===== config.mk =====
export PLATFORM = sky130hd
export DESIGN_NAME = div_32
export DESIGN_NICKNAME = d
export VERILOG_FILES = /design/src/rtl/div_pkg.sv /design/src/rtl/div_step.sv /design/src/rtl/div_32.sv
export SDC_FILE = /design/constraint.sdc
export NUM_CORES = 1
export LEC_CHECK = 0
export BUFFER_PORTS_ARGS = -buffer_cell sky130_fd_sc_hd__buf_2
export CAP_MARGIN = 25
export CORE_MARGIN = 1
export CORE_UTILIZATION = 58
export CTS_BUF_LIST = sky130_fd_sc_hd__clkbuf_4 sky130_fd_sc_hd__clkbuf_8 sky130_fd_sc_hd__clkbuf_16
export DETAILED_ROUTE_END_ITERATION = 8
export PLACE_DENSITY = 0.89
export SLEW_MARGIN = 20
export SYNTH_ARGS = -nofsm -noshare
export SYNTH_HDL_FRONTEND = slang
export SYNTH_SLANG_ARGS = --single-unit

===== constraint.sdc =====
create_clock -name clock -period 5.7 [get_ports clock]
set_clock_uncertainty 0.15 [all_clocks]
set_input_delay 0.285 -clock clock [delete_from_list [all_inputs] [get_ports clock]]
set_output_delay 0.285 -clock clock [all_outputs]
set_load 0.01 [all_outputs]

===== src/rtl/div_pkg.sv =====
// Shared types and constants for the 32-bit restoring divider.
// Signed operation is enabled by defining DIV_SIGNED_EN.
package div_pkg;

    typedef enum logic [1:0] {
        StIdle,
        StRun,
        StDone
    } div_state_e;

    localparam int unsigned DIV_ITERS = 32;
    localparam int unsigned CNT_W     = 6;

    localparam logic [CNT_W-1:0] CNT_LAST     = CNT_W'(DIV_ITERS - 1);
    localparam logic [31:0]      DBZ_QUOTIENT = 32'd0;

    // Two's-complement magnitude; 0x80000000 maps onto itself, which is the
    // correct unsigned magnitude.
    function automatic logic [31:0] abs32(input logic [31:0] v);
        return v[31] ? (~v + 32'd1) : v;
    endfunction

endpackage


===== src/rtl/div_step.sv =====
// One restoring-division iteration: shift in the next dividend bit, trial
// subtract the divisor and keep the difference only when it is non-negative.
module div_step (
    input  logic [31:0] rem,
    input  logic        dvd_bit,
    input  logic [31:0] divisor,
    output logic [31:0] next_rem,
    output logic        q_bit
);

    logic [32:0] shifted;
    logic [32:0] diff;

    // The partial remainder is always below the divisor, so the shifted value
    // fits in 33 bits and bit 32 of the difference is a reliable sign bit.
    assign shifted  = {rem, dvd_bit};
    assign diff     = shifted - {1'b0, divisor};
    assign q_bit    = ~diff[32];
    assign next_rem = diff[32] ? shifted[31:0] : diff[31:0];

endmodule


===== src/rtl/div_32.sv =====
// Sequential 32-bit radix-2 restoring divider with registered outputs.
// Define DIV_SIGNED_EN for two's-complement operands; otherwise unsigned.
module div_32
    import div_pkg::*;
(
    input  logic        clock,
    input  logic        reset,
    input  logic        ctrl_div,
    input  logic [31:0] data_operandA,
    input  logic [31:0] data_operandB,
    output logic [31:0] data_result,
    output logic [31:0] data_remainder,
    output logic        data_exception,
    output logic        data_resultRDY
);

    div_state_e state_q, state_d;

    logic [CNT_W-1:0] cnt_q;
    logic [31:0]      rem_q;
    logic [31:0]      dvd_q;
    logic [31:0]      dvs_q;
    logic             neg_quo_q;
    logic             neg_rem_q;
    logic             dbz_q;
    logic             ovf_q;

    logic load_ops;
    logic do_step;
    logic load_out;

    logic [31:0] a_mag;
    logic [31:0] b_mag;
    logic        a_neg;
    logic        b_neg;
    logic        ovf_in;
    logic        dbz_in;

    logic [31:0] step_rem;
    logic        step_qbit;
    logic [31:0] quo_fix;
    logic [31:0] rem_fix;

`ifdef DIV_SIGNED_EN
    assign a_neg  = data_operandA[31];
    assign b_neg  = data_operandB[31];
    assign a_mag  = abs32(data_operandA);
    assign b_mag  = abs32(data_operandB);
    assign ovf_in = (data_operandA == 32'h8000_0000) && (data_operandB == 32'hFFFF_FFFF);
`else
    assign a_neg  = 1'b0;
    assign b_neg  = 1'b0;
    assign a_mag  = data_operandA;
    assign b_mag  = data_operandB;
    assign ovf_in = 1'b0;
`endif

    assign dbz_in = (data_operandB == 32'd0);

    div_step u_step (
        .rem      (rem_q),
        .dvd_bit  (dvd_q[31]),
        .divisor  (dvs_q),
        .next_rem (step_rem),
        .q_bit    (step_qbit)
    );

    // State register.
    always_ff @(posedge clock or posedge reset) begin
        if (reset) begin
            state_q <= StIdle;
        end else begin
            state_q <= state_d;
        end
    end

    // Next-state logic; a start strobe always (re)enters RUN, aborting any op.
    always_comb begin
        state_d = state_q;
        unique case (state_q)
            StIdle: begin
                if (ctrl_div) state_d = StRun;
            end
            StRun: begin
                if (ctrl_div) begin
                    state_d = StRun;
                end else if (dbz_q || (cnt_q == CNT_LAST)) begin
                    state_d = StDone;
                end
            end
            StDone: begin
                state_d = ctrl_div ? StRun : StIdle;
            end
            default: state_d = StIdle;
        endcase
    end

    // Datapath controls decoded from the current state.
    always_comb begin
        load_ops = ctrl_div;
        do_step  = 1'b0;
        load_out = 1'b0;
        unique case (state_q)
            StRun:   do_step  = ~ctrl_div & ~dbz_q;
            StDone:  load_out = 1'b1;
            default: ;
        endcase
    end

    // Operand, partial remainder and iteration counter.
    always_ff @(posedge clock or posedge reset) begin
        if (reset) begin
            cnt_q     <= '0;
            rem_q     <= '0;
            dvd_q     <= '0;
            dvs_q     <= '0;
            neg_quo_q <= 1'b0;
            neg_rem_q <= 1'b0;
            dbz_q     <= 1'b0;
            ovf_q     <= 1'b0;
        end else if (load_ops) begin
            cnt_q     <= '0;
            rem_q     <= '0;
            // On divide-by-zero the raw dividend is parked here as the remainder.
            dvd_q     <= dbz_in ? data_operandA : a_mag;
            dvs_q     <= b_mag;
            neg_quo_q <= a_neg ^ b_neg;
            neg_rem_q <= a_neg;
            dbz_q     <= dbz_in;
            ovf_q     <= ovf_in;
        end else if (do_step) begin
            cnt_q <= cnt_q + 1'b1;
            rem_q <= step_rem;
            dvd_q <= {dvd_q[30:0], step_qbit};
        end
    end

    assign quo_fix = neg_quo_q ? (~dvd_q + 32'd1) : dvd_q;
    assign rem_fix = neg_rem_q ? (~rem_q + 32'd1) : rem_q;

    // Output registers; updated only on leaving DONE, held otherwise.
    always_ff @(posedge clock or posedge reset) begin
        if (reset) begin
            data_result    <= '0;
            data_remainder <= '0;
            data_exception <= 1'b0;
            data_resultRDY <= 1'b0;
        end else begin
            data_resultRDY <= load_out;
            if (load_out) begin
                if (dbz_q) begin
                    data_result    <= DBZ_QUOTIENT;
                    data_remainder <= dvd_q;
                    data_exception <= 1'b1;
                end else begin
                    data_result    <= quo_fix;
                    data_remainder <= rem_fix;
                    data_exception <= ovf_q;
                end
            end
        end
    end

endmodule


==> flow_summary.toml, run 1 <==
[final_layout]
area_delta_synth_final_pct = 22.32
nets = 1261
n_antenna_cell = 0
fin_cells = 1384
drive_above_1_share_pct = 15.52

[detailed_routing]
drc = 0
ant_nets = 0
totalWireLength_mm = 25.43
vias_per_cell = 6.025
vias = 8338
detail_route.first_pass.iterations = 5
drtIter0Drc = 806
wl_per_cell_um = 18.37

[min_path]
hold_class = "input pin to flop"
min-delay-start = "data_operandB[25]"
holdPathStages = 3
min_to = "dvs_q[25]"

[floorplan]
die_w_um = 128.1
rows = 45
start_util_pct = 59.99
num_io_pins = 133
die_area_um2 = 16410
core_um2 = 15370
die_h_um = 128.1

[power]
powerDensity_nw_per_um2 = 288.3
p_comb_share_pct = 18.8
vdd_drop_max_mv = 0.2482
total_power_uw = 3252
p_sw_uw = 944.7
clock_power_share_pct = 36.4
p_int_uw = 2307
pwr-share-seq_pct = 44.9
p_leak_uw = 0.005462
switching_share_pct = 29.05

[grt]
gr-total-overflow = 0
antenna_found_initial = 0
grt.total_usage_pct = 31.25
grt_max_degree = 98
grt_pass1_vias = 7912
grt_pass1_wl_mm = 39.61

[critical_path]
cp.required_ps = 5900
arrival_ps = 4390
crit_type = "flop to flop"
rr_worst_depth = 13
critPathSlowestCell = "o211ai_2"
timing.rr.end = "rem_q[30]"
critPathCaptureType = "flop"
slowest_delay_ps = 560
worstPathCellList = "inv_1, ha_1, inv_1, fa_1, a211oi_1, o21ai_1, o2111ai_1, a21oi_1, o21a_1, o211ai_2, buf_4, nand2_1, o221ai_1"
reg2reg_setup_slack_ps = 1510
cp_common_cell = "inv_1"
start_kind = "flop"
reg2reg_from = "dvd_q[31]"
path_max_fanout = 22

[sta]
rsz0062_at_grt = "false"
slew_headroom_pct = 29.11
worst_pin_slew_ps = 1063
post-route-period-util_pct = 73.55
fin_setup_tns_ps = 0
fin_crit_ps = 4192
finalSetupViolCount = 0
max_freq_mhz = 238.5
maxSlewViolCount = 0
hold_viol = 0

[cts]
cts-root-buf = "clkbuf_16"
cts_tree = "yes"
clockBufferDepth = 2
cts-htree-levels = 4
post_cts_buffers = 0
path_clk_slew_ps = 70
clock_latency_ps = 430
clock_sinks = 171
cts_made_buffers = 17

[synthesis]
synth_most_common_cell = "nand2_1"
synth-seq-area-share_pct = 46.40
synth_cell_types = 67
synth_top_area_share_pct = 46.40
synth_edf_count = 0
syn-cell-area_um2 = 9221
synth_seq_cells = 171
synthCells = 995
ys_top_cells_by_count = "nand2_1 (192), dfrtp_1 (171), o21ai_0 (168)"
avgSynthCellArea_um2 = 9.268
synth.area.top_cells = "dfrtp_1 (46%), o21ai_0 (9.1%), mux2i_1 (8.9%)"
synth_warnings = 0
ys_async_sr_fraction_pct = 100.0
synth_top_flop_cell = "dfrtp_1"
synth_largest_area_cell = "dfrtp_1"
synth_fp_nets = 1096

[placement]
gp_congestion = 0.9194
hpwl_mm = 15.69
placed_cells = 1286
placement.io_buffers = 132

[outcome]
status = "completed"

[flow_run]
maxCapViolations = 0
==> how the worst max path moves through the flow <==
| stage | startpoint | end | slack [ps] |
|---|---|---|---|
| finish | dvd_q[31] | rem_q[30] | 1510 |
| global route | dvd_q[31] | rem_q[30] | 1250 |
| global placement | dvd_q[31] | rem_q[30] | 1860 |
| floorplan | reset | cnt_q[0] | 630 |
| CTS | dvd_q[31] | rem_q[30] | 1620 |
| detailed placement | dvd_q[31] | rem_q[30] | 1670 |
==> per-layer routing <==
layer / vias to the layer above / GRT usage [%] / share of wire (%)
met5: - / 0 / 0
met4: 0 / 11.63 / 2.2
met3: 59 / 5.885 / 7.6
met2: 425 / 49.49 / 48
met1: 4016 / 42.90 / 42
li1: 3838 / - / -
==> sequential cells by signal, summed over array words and instances (netlist names) <==
register	flops
dbz_q	1
cnt_q	6
state_q	2
dvd_q	32
rem_q	32
data_remainder	32
data_exception	1
dvs_q	32
data_result	32
data_resultRDY	1
==> cell families after synthesis <==
group,count (synthesis),synth area share (%)
DFF,171,46.40
buffers and inverters,101,4.288
muxes,83,9.023
adders and majority gates,34,4.695
AOI/OAI and AO/OA,276,17.88
and+or+nand+nor,303,15.14
xor gates and xnor gates,27,2.564
==> what timing repair did <==
| item | 4_1_cts | 5_1_grt |
|---|---|---|
| hold buffers | 64 | 0 |
| endpoints found under the hold margin | 159 | 0 |
| resized for setup | 0 | 0 |
==> layout by cell type (no fill, tap or decap), drive strengths merged, types with 7 or more instances in the layout <==
master,instances
xor2,12
nand3,7
o21ai,170
ha,33
dlygate4sd3,64
dfrtp,171
nor2,29
nand3b,27
buf,139
nand2,192
o21a,9
clkbuf,23
inv,46
a21o,11
o211ai,8
a21oi,24
xnor2,15
nand4,9
mux2i,82
nor4,7
==> metrics by stage <==
stage          worst slack (ps)  instance area, µm²  utilization, %  hold WS, ps
6_report                   1508               11280           73.38        33.80
5_1_grt                    1250               11280           73.38        19.62
4_1_cts                    1622               11240           73.13        6.271
3_5_place_dp               1669               10000           65.05        314.6
3_3_place_gp               1860                9972           64.88        305.5
2_1_floorplan             633.2                9221               -        256.0
==> area by class of cell <==
type	instances	area, µm²
Multi-Input combinational cell	723	4564
Sequential cell	171	4280
Fill cell	1068	4091
Timing Repair Buffer	203	1400
Clock buffer	23	489.2
Tap cell	211	264.0
Inverter	44	170.2
Clock inverter	9	111.4
==> worst max-delay path: cells and delay by family (launching register included) <==
family	cells	cell delay, ps
flip-flops	1	390
AND/OR/NAND/NOR	1	240
AO/OA/AOI/OAI	7	2070
buffers and inverters	3	610
adder cells (fa/ha/maj)	2	630
==> power groups by stage <==
stage	logic [µW]	registers, µW	clock network (µW)
final	611	1460	1180
after global routing	680	1470	1240
after CTS	595	1450	1180
after detailed placement	555	1470	0
after global placement	530	1460	0
after floorplan	308	1500	0
(Power assumes the default switching activity.)
==> inputs of run 2 (changes only) <==
Clock period 5.7 ns to 4.4 ns, I/O delays scaled along.
==> run 2 against run 1 <==
Compared with the run above:
- cell count increased by 0.14%
- routed wire length is 3.5% lower
- non-clock buffer count grew 2
- count of clock-buffer cells in the layout decreased by 5
- worst setup slack worse by 920 ps
- combinational power is 28% higher
- highest routed layer unchanged
==> flow_summary.toml, run 2 (synthesis results as in run 1) <==
[sta]
worst_pin_slew_ps = 1015
rsz0062_at_grt = "false"
finalSetupViolCount = 0
slew_headroom_pct = 32.30
post-route-period-util_pct = 86.75
max_freq_mhz = 262.0
fin_crit_ps = 3817
fin_setup_tns_ps = 0
hold_viol = 0
maxSlewViolCount = 0

[floorplan]
die_w_um = 128.1
die_h_um = 128.1
start_util_pct = 59.99
rows = 45
die_area_um2 = 16410
num_io_pins = 133
core_um2 = 15370

[cts]
post_cts_buffers = 0
cts-htree-levels = 4
cts-root-buf = "clkbuf_16"
path_clk_slew_ps = 70
cts_resized = 0
clock_sinks = 171
cts_tree = "yes"
clockBufferDepth = 2
clock_latency_ps = 430
hold_buffers = 65
cts_made_buffers = 17

[final_layout]
fillers = 1010
area_delta_synth_final_pct = 22.47
n_antenna_cell = 0
regArea_um2 = 4280
fin_cells = 1386
drive_above_1_share_pct = 15.57
layout_commonest_cell = "nand2_1"
final_cell_mix = "nand2_1 (192), dfrtp_1 (170), o21ai_0 (168), buf_2 (131), mux2i_1 (82)"
multi_input_area_um2 = 4564
nets = 1263

[critical_path]
path_max_fanout = 22
critPathSlowestCell = "o211ai_2"
critPathCaptureType = "flop"
reg2reg_from = "dvd_q[31]"
cp_num_buf_inv = 3
cp_top_family = "compound AO/OA/AOI/OAI gates"
reg2reg_setup_slack_ps = 580
arrival_ps = 3950
start_kind = "flop"
slowest_delay_ps = 550
cp.required_ps = 4540
worstPathCellList = "inv_1, ha_1, inv_1, fa_1, a211oi_1, o21ai_1, o2111ai_1, a21oi_1, o21a_1, o211ai_2, buf_12, mux2i_1, o21ai_0"
timing.rr.end = "rem_q[4]"
cp_common_cell = "inv_1"
crit_type = "flop to flop"
rr_worst_depth = 13

[min_path]
hold_class = "input pin to flop"
holdPathStages = 3
min_to = "dvd_q[10]"
min-delay-start = "ctrl_div"

[grt]
antenna_found_initial = 0
gr-total-overflow = 0
grt_pass1_vias = 7920
grt_pass1_wl_mm = 40.12
grt_max_degree = 101
grt.total_usage_pct = 31.48

[detailed_routing]
detail_route.first_pass.iterations = 5
drtIter0Drc = 783
vias_per_cell = 5.987
drc = 0
wl_per_cell_um = 17.71
totalWireLength_mm = 24.54
vias = 8298
ant_nets = 0

[outcome]
status = "completed"

[power]
switching_share_pct = 30.22
p_leak_uw = 0.005451
vdd_drop_max_mv = 0.2949
powerDensity_nw_per_um2 = 367.2
p_sw_uw = 1253
total_power_uw = 4146
p_comb_share_pct = 18.9
clock_power_share_pct = 35.6
p_int_uw = 2893
pwr-share-seq_pct = 45.5

[placement]
hpwl_mm = 15.81
gp_congestion = 0.9168
placement.io_buffers = 132
placed_cells = 1287

[flow_run]
maxCapViolations = 0
[run 2: changes by cell type in the layout (fill, tap and decap cells not counted), moves of 2 or more]
cell        delta
buf_12         +3
clkbuf_4       -3
clkbuf_8       -2
clkinv_4       +2
clkinvlp_4     +3
[run 2: metal layers]
| layer | vias to the layer above | share of wire (%) | GRT usage, % | routed length [µm] |
|---|---|---|---|---|
| li1 | 3847 | - | - | - |
| met1 | 4000 | 43 | 43.78 | 10540 |
| met2 | 402 | 46 | 49.39 | 11410 |
| met3 | 49 | 8.4 | 5.426 | 2066 |
| met4 | 0 | 2.2 | 12.11 | 533 |
| met5 | - | 0 | 0 | 0 |
[run 2: power by group through the flow]
stage	Clock (µW)	Sequential, µW	Combinational (µW)
2_1_floorplan	0	1940	399
3_3_place_gp	0	1900	688
3_5_place_dp	0	1910	717
4_1_cts	1480	1880	771
5_1_grt	1550	1910	874
6_report	1470	1890	784
[run 2: final cells by class]
cell class / instances / area share, %
multi-input cells: 723 / 40.42
flip-flops and latches: 171 / 37.90
repair buffers: 205 / 12.74
clock buffers: 18 / 3.889
well taps: 211 / 2.338
inverters: 44 / 1.496
clock inverters: 14 / 1.219
[run 2: how the worst max path moves through the flow]
stage	depth (start not counted)	startpoint	to	slack (ps)
after global placement	13	dvd_q[31]	rem_q[2]	830
after CTS	13	dvd_q[31]	rem_q[4]	660
final	13	dvd_q[31]	rem_q[4]	580
after global routing	13	dvd_q[31]	rem_q[1]	350
after detailed placement	13	dvd_q[31]	rem_q[10]	690
after floorplan	13	dvd_q[31]	rem_q[15]	1310
[run 2: worst register-to-register path, stage by stage, from the launching register on]
cell	delay, ps
dfrtp_1	380
inv_1	110
ha_1	210
inv_1	60
fa_1	410
a211oi_1	240
o21ai_1	200
o2111ai_1	330
a21oi_1	190
o21a_1	240
o211ai_2	550
buf_12	280
mux2i_1	210
o21ai_0	100
[run 2: stage by stage]
stage	hold slack, ps	worst slack, ps	util, %	area, µm²
final	231.7	583.1	73.47	11290
after global routing	248.7	349.4	73.47	11290
after CTS	214.1	659.5	73.24	11260
after detailed placement	262.0	688.8	65.26	10030
after global placement	260.7	826.8	65.08	10000
after floorplan	191.0	1306	-	9225
==> inputs of run 3 (changes only) <==
Settings changed: CTS_BUF_LIST sky130_fd_sc_hd__clkbuf_4 sky130_fd_sc_hd__clkbuf_8 sky130_fd_sc_hd__clkbuf_16 to sky130_fd_sc_hd__clkbuf_16, SKIP_CTS_REPAIR_TIMING set to 1.
==> run 3 against run 2 <==
Compared with the run above:
- worst setup slack better by 18 ps
- critical path depth is the same
- via count rose by 0.70%
- die area did not move
- sequential cell count stayed put
- critical path type unchanged
- highest routed layer unchanged
- routed wire length shrank 0.82%
==> flow_summary.toml, run 3 (synthesis results as in run 1) <==
[outcome]
status = "completed"

[min_path]
holdPathStages = 3
hold_class = "input pin to flop"
min_to = "dvd_q[10]"
min-delay-start = "ctrl_div"

[critical_path]
reg2reg_from = "dvd_q[31]"
arrival_ps = 3930
cp.required_ps = 4530
timing.rr.end = "rem_q[4]"
path_max_fanout = 22
reg2reg_setup_slack_ps = 600
rr_worst_depth = 13
crit_type = "flop to flop"
start_kind = "flop"
critPathCaptureType = "flop"

[sta]
fin_crit_ps = 3799
max_freq_mhz = 263.2
finalSetupViolCount = 0
maxSlewViolCount = 0
slew_headroom_pct = 32.02
hold_viol = 0
post-route-period-util_pct = 86.34
fin_setup_tns_ps = 0
whs_ps = 212.8
worst_pin_slew_ps = 1020
rsz0062_at_grt = "false"

[floorplan]
die_w_um = 128.1
core_um2 = 15370
die_h_um = 128.1
die_area_um2 = 16410
rows = 45
num_io_pins = 133
start_util_pct = 59.99

[cts]
cts_made_buffers = 17
clock_sinks = 171
path_clk_slew_ps = 70
cts_tree = "yes"
clockBufferDepth = 2
clock_latency_ps = 430
cts-htree-levels = 4
cts-root-buf = "clkbuf_16"

[flow_run]
maxCapViolations = 0

[placement]
hpwl_mm = 15.81
placement.io_buffers = 132
gp_congestion = 0.9168
dpl_cell_area_um2 = 10030

[final_layout]
final_design_area_no_fill_um2 = 11300
n_antenna_cell = 0
area_delta_synth_final_pct = 22.50
final_cell_mix = "nand2_1 (192), dfrtp_1 (170), o21ai_0 (168), buf_2 (131), mux2i_1 (82)"
nets = 1263
regArea_um2 = 4280
layout_commonest_cell = "nand2_1"
fillers = 1012
multi_input_area_um2 = 4564
drive_above_1_share_pct = 15.49

[detailed_routing]
totalWireLength_mm = 24.34
detail_route.first_pass.iterations = 5
drtIter0Drc = 753
drc = 0
wl_per_cell_um = 17.56
vias_per_cell = 6.029
ant_nets = 0
vias = 8356

[grt]
grt_pass1_wl_mm = 37.69
grt_pass1_vias = 7397
antenna_found_initial = 0
grt.total_usage_pct = 29.49
gr-total-overflow = 0
grt_max_degree = 101

[power]
vdd_drop_max_mv = 0.2964
powerDensity_nw_per_um2 = 365.5
p_leak_uw = 0.005451
## run 3: layout make-up
class | instances | area share (%)
Inverter | 44 | 1.495
Tap cell | 211 | 2.337
Timing Repair Buffer | 205 | 12.85
Clock buffer | 17 | 3.766
Multi-Input combinational cell | 723 | 40.41
Sequential cell | 171 | 37.89
Clock inverter | 15 | 1.252
## run 3: power by group
group          total (µW)  leakage [µW]  internal [µW]  switching, µW
sequential           1890       0.00223           1760            128
clock                1460      0.000272            790            671
combinational         782       0.00295            327            455
## run 3: stage by stage
step | std cells | worst slack, ps | power (µW) | utilization, %
CTS | 1319 | 659.5 | 4069 | 68.95
global route | 1386 | 348.5 | 4307 | 73.49
floorplan | 995 | 1306 | 2342 | -
global placement | 1286 | 826.8 | 2585 | 65.08
finish | 1386 | 600.8 | 4129 | 73.49
detailed placement | 1287 | 688.8 | 2626 | 65.26
## run 3: how the worst max path moves through the flow
stage                   start  depth (start not counted)   endpoint  slack (ps)
floorplan           dvd_q[31]                         13  rem_q[15]        1310
global placement    dvd_q[31]                         13   rem_q[2]         830
detailed placement  dvd_q[31]                         13  rem_q[10]         690
CTS                 dvd_q[31]                         13   rem_q[4]         660
global route        dvd_q[31]                         13   rem_q[1]         350
finish              dvd_q[31]                         13   rem_q[4]         600
## run 3: critical path, cell delays in order (launching register included)
cell	delay, ps
dfrtp_1	380
inv_1	120
ha_1	210
inv_1	60
fa_1	410
a211oi_1	230
o21ai_1	200
o2111ai_1	320
a21oi_1	190
o21a_1	240
o211ai_2	550
buf_12	270
mux2i_1	200
o21ai_0	100
## run 3: per-layer routing
layer	share of wire [%]	global-route usage, %	wire, µm
met4	2.0	10.03	499
met1	44	42.88	10650
met2	46	44.76	11300
met3	7.8	5.050	1896
met5	0	0	0
